## src/rtl/seq_detector_param.sv

```systemverilog
// seq_detector_param: run-time programmable serial pattern detector.
// Accepts qualified bits, compares the last len_q bits (including the bit
// being accepted) against a programmed pattern, and emits a registered
// one-cycle detect pulse plus a saturating match count. Overlapping or
// non-overlapping matching is selected at configuration time.
module seq_detector_param #(
  parameter int N     = 8,
  parameter int CNT_W = 8,
  parameter int LEN_W = $clog2(N + 1)
) (
  input  logic             clk,
  input  logic             reset,
  input  logic             x,
  input  logic             x_valid,
  input  logic             cfg_load,
  input  logic [N-1:0]     cfg_pattern,
  input  logic [LEN_W-1:0] cfg_len,
  input  logic             cfg_overlap,
  output logic             z,
  output logic [CNT_W-1:0] match_cnt
);

  // Registered configuration
  logic [N-1:0]     pat_q, pat_d;
  logic [LEN_W-1:0] len_q, len_d;
  logic             ovl_q, ovl_d;

  // Detection state. Only N-1 history bits are stored: the comparison window
  // is at most N bits and always includes the incoming bit, so the oldest
  // bit of an N-bit history can never influence a match.
  logic [N-2:0]     hist_q, hist_d;
  logic [LEN_W-1:0] fill_q, fill_d;
  logic             z_q, z_d;
  logic [CNT_W-1:0] match_cnt_q, match_cnt_d;

  // Combinational match helpers
  logic [N-1:0]     window;
  logic [N-1:0]     len_mask;
  logic [LEN_W:0]   fill_inc;
  logic [LEN_W-1:0] fill_sat;
  logic [LEN_W-1:0] len_clamped;
  logic             fill_ok;
  logic             pat_eq;
  logic             match_now;

  // Compare the newest len_q bits (incoming bit included) with the pattern
  always_comb begin
    window   = {hist_q, x};
    len_mask = '0;
    for (int unsigned i = 0; i < N; i++) begin
      len_mask[i] = (i < 32'(len_q));
    end
    fill_inc    = {1'b0, fill_q} + (LEN_W + 1)'(1);
    fill_sat    = (fill_q == LEN_W'(N)) ? fill_q : fill_inc[LEN_W-1:0];
    fill_ok     = (fill_inc >= {1'b0, len_q});
    pat_eq      = (((window ^ pat_q) & len_mask) == '0);
    match_now   = x_valid & (len_q != '0) & fill_ok & pat_eq;
    len_clamped = (cfg_len > LEN_W'(N)) ? LEN_W'(N) : cfg_len;
  end

  // Next-state: configuration load has priority over bit acceptance
  always_comb begin
    pat_d       = pat_q;
    len_d       = len_q;
    ovl_d       = ovl_q;
    hist_d      = hist_q;
    fill_d      = fill_q;
    z_d         = 1'b0;
    match_cnt_d = match_cnt_q;

    if (cfg_load) begin
      pat_d       = cfg_pattern;
      len_d       = len_clamped;
      ovl_d       = cfg_overlap;
      hist_d      = '0;
      fill_d      = '0;
      match_cnt_d = '0;
    end else if (x_valid) begin
      hist_d = window[N-2:0];
      fill_d = fill_sat;
      if (match_now) begin
        z_d = 1'b1;
        if (match_cnt_q != '1) begin
          match_cnt_d = match_cnt_q + CNT_W'(1);
        end
        if (!ovl_q) begin
          fill_d = '0;
        end
      end
    end
  end

  // State register with asynchronous active-low reset
  always_ff @(posedge clk or negedge reset) begin
    if (!reset) begin
      pat_q       <= '0;
      len_q       <= '0;
      ovl_q       <= 1'b1;
      hist_q      <= '0;
      fill_q      <= '0;
      z_q         <= 1'b0;
      match_cnt_q <= '0;
    end else begin
      pat_q       <= pat_d;
      len_q       <= len_d;
      ovl_q       <= ovl_d;
      hist_q      <= hist_d;
      fill_q      <= fill_d;
      z_q         <= z_d;
      match_cnt_q <= match_cnt_d;
    end
  end

  assign z         = z_q;
  assign match_cnt = match_cnt_q;

endmodule

```

## config.mk

```make
export PLATFORM = sky130hd
export DESIGN_NAME = seq_detector_param
export DESIGN_NICKNAME = d
export VERILOG_FILES = /design/src/rtl/seq_detector_param.sv
export SDC_FILE = /design/constraint.sdc
export NUM_CORES = 1
export LEC_CHECK = 0
export ABC_AREA = 1
export CELL_PAD_IN_SITES_DETAIL_PLACEMENT = 0
export CELL_PAD_IN_SITES_GLOBAL_PLACEMENT = 1
export CORE_MARGIN = 3
export CORE_UTILIZATION = 37
export CTS_BUF_LIST = sky130_fd_sc_hd__clkbuf_4
export DETAILED_ROUTE_END_ITERATION = 8
export PLACE_DENSITY_LB_ADDON = 0.2
export SYNTH_ARGS = -nofsm -noshare
export SYNTH_HDL_FRONTEND = slang
export SYNTH_SLANG_ARGS = --single-unit
```

## constraint.sdc

```tcl
create_clock -name clk -period 1.9 [get_ports clk]
set_input_delay 0.285 -clock clk [delete_from_list [all_inputs] [get_ports clk]]
set_output_delay 0.285 -clock clk [all_outputs]
set_load 0.005 [all_outputs]
```

==> flow_summary.toml <==
[routing]
routedWlPerCell_microns = 12.4
dr.pass1.iters = 6
vias_per_cell = 4.73
drt_iter0_markers = 86
vias = 1765
antenna_left = 0
drc_errors = 0
wl_microns = 4610

[setup_path]
cp_slowest_cell = "dfrtp_1"
startpoint_type = "flop"
crit_fanout = 8
rr_worst_depth = 12
critPathRequiredTime_ns = 2.14
cpPeakStageDelay_ns = 0.45
timing.rr.start = "fill_q[1]"
r2r_setup_slack_ns = -0.06
crit_type = "flop to flop"
r2r-end = "match_cnt[1]"
worstPathCellList = "ha_4, xor2_2, ha_1, nand2_1, inv_1, nand3_2, nor2_2, nor2_2, nor2_4, nand3_4, nand3_1, nand2_1"
critPathCaptureType = "flop"
path_delay_family = "simple AND/OR/NAND/NOR gates"
crit_arrival_ns = 2.19
path_buf_inv = 1
worstSetupPathDepth = 12

[synth]
syn-cell-area_sq_um = 2000
yosysSeqAreaShare_pct = 41.3
async_flop_share_pct = 100
syn_area_per_cell_sq_um = 7.55
synth_edf_count = 0
ys_ff_latch = 33
yosysWarningCount = 0
synth_nets = 290
netlist_instances = 265
synthDistinctLibCells = 27
synth_ff_type = "dfrtp_1"

[floorplan]
die_area_sq_um = 6330
fp.dieW_microns = 79.5
rows = 26
die_h_microns = 79.5
initial_core_util_pct = 38.7
core_sq_um = 5170
num_io_pins = 27

[clock_tree]
cts_hold_buf = 0
root_buffer = "clkbuf_4"
clkTransAtPathRegs_ns = 0.11
tritoncts = "done"
clock_path_buffers = 2
clk_latency_ns = 0.34
cts.sinks = 33
htree_levels = 2
cts-buffers-inserted = 5

[placement]
place_hpwl_microns = 3340
port_buffers = 26
place.gp.congestion = 0.848
place_ws_ns = -0.0591

[sta]
finalCritPeriodShare_pct = 103
rsz0062_at_grt = "true"
finalHoldViolCount = 0
tightest_slew_ns = 0.435
fin_crit_ns = 1.96
setup_viol = 12
fin_ws_ns = -0.0577
fmax_mhz = 511
slew_viol_final = 0
max-slew-margin-rel_pct = 71.0
skew_ns = 0.0128

[run_status]
violations = "negative setup slack"
status = "finished with violations"

[global_routing]
grtUsageTotal_pct = 16.0
grt_pass1_wl_microns = 7800
grt_overflow_total = 0
antenna_found_initial = 0
grt_start_max_net_pins = 34
grt_pass1_vias = 1665

[finish]
drive_above_1_share_pct = 16.5
multi_input_area_sq_um = 1070
fill_cells = 526
diodes = 0
syn_to_final_growth_pct = 26.1
fin_nets = 327
seqCellArea_sq_um = 827
final_core_util_pct = 48.8

[run]
maxCapViolCount = 0

[pwr]
power_mw = 1.50
ir_worst_vdd_v = 0.000306
power_leakage_nw = 1.30
cellPowerDensity_nw_per_um2 = 593

[worst_hold_path]
holdCritPathClass = "primary input to asynchronous set/reset pin"
## cell type report
class                      count  share of cell area, %
sequential                    33                   32.8
clock inverter                 1                  0.198
timing repair buffer          33                   12.4
multi-input combinational    185                   42.5
inverter                      44                   6.54
clock buffer                   7                   2.08
tap                           70                   3.47
## power breakdown
part / leakage (nW) / total, mW / internal (mW) / switching [mW]
clock: 0.0361 / 0.421 / 0.173 / 0.248
sequential: 0.435 / 0.760 / 0.734 / 0.0265
combinational: 0.826 / 0.316 / 0.125 / 0.191
total: 1.30 / 1.50 / 1.03 / 0.465
## per-layer routing
layer	routed length (microns)	track usage [%]	vias to the layer above
met3	156	3.50	7
met5	0	0	-
met2	2070	24.5	29
met1	2320	21.8	812
li1	-	-	917
met4	68	6.19	0
## cell usage after synthesis, types with 3 or more instances
library cell	instances	area [sq um]
inv_2	3	11.3
o21ai_0	11	55.1
nand2_1	78	293
a21oi_1	3	15.0
inv_1	40	150
o22ai_1	7	43.8
nor2_1	15	56.3
nor2_4	3	33.8
dfrtp_1	32	801
ha_1	7	87.6
nand2_2	7	43.8
xor2_1	8	70.1
nand3_1	26	130
nand4_1	9	56.3
## cells in the final DEF (no fill, tap or decap), types with 8 or more instances in the layout
master / netlist / layout
nand3_2: 1 / 8
nand2_1: 78 / 78
o21ai_0: 11 / 11
dfrtp_1: 32 / 32
nand4_1: 9 / 9
nor2_1: 15 / 13
clkdlybuf4s50_1: 0 / 26
nand3_1: 26 / 19
inv_1: 40 / 40
## worst max path at each step
stage,start,slack [ns],endpoint
finish,fill_q[1],-0.06,match_cnt[1]
global route,fill_q[1],-0.20,match_cnt[7]
global placement,cfg_load,-0.07,fill_q[1]
detailed placement,fill_q[0],-0.06,match_cnt[0]
CTS,fill_q[1],-0.03,match_cnt[0]
floorplan,fill_q[0],0.04,match_cnt[4]
## state kept, by name, summed over array words and instances (netlist names)
register / cells
len_q: 4
fill_q: 4
match_cnt: 8
hist_q: 7
pat_q: 8
z: 1
ovl_q: 1
## per-stage QoR
stage | hold WS, ns | instance area, sq um | cells | setup TNS (ns)
6_report | 0.335 | 2520 | 373 | -0.482
5_1_grt | 0.362 | 2520 | 373 | -2.21
4_1_cts | 0.347 | 2470 | 373 | -0.266
3_5_place_dp | 0.538 | 2380 | 364 | -0.561
3_3_place_gp | 0.530 | 2380 | 364 | -0.291
2_1_floorplan | -0.0106 | 2000 | 265 | 0
## worst reg2reg max path: stages (launching register included)
cell and delay, ns:
dfrtp_1 0.45, ha_4 0.19, xor2_2 0.15, ha_1 0.30
nand2_1 0.05, inv_1 0.06, nand3_2 0.08, nor2_2 0.10
nor2_2 0.06, nor2_4 0.11, nand3_4 0.15, nand3_1 0.11
nand2_1 0.05
## logic make-up after synthesis
logic type,synth area share (%)
buffers and inverters,8.88
AND/OR/NAND/NOR,35.3
flip-flops,41.3
adder cells (fa/ha/maj),4.38
XOR/XNOR,3.94
AO/OA/AOI/OAI,6.13
## what timing repair did
item / 4_1_cts / 5_1_grt
pin swaps: 1 / 2
gates resized for setup: 6 / 8
endpoints found under the setup margin: 12 / 13
setup buffers: 1 / 0
No activity file was read; power rests on OpenSTA's default activity.
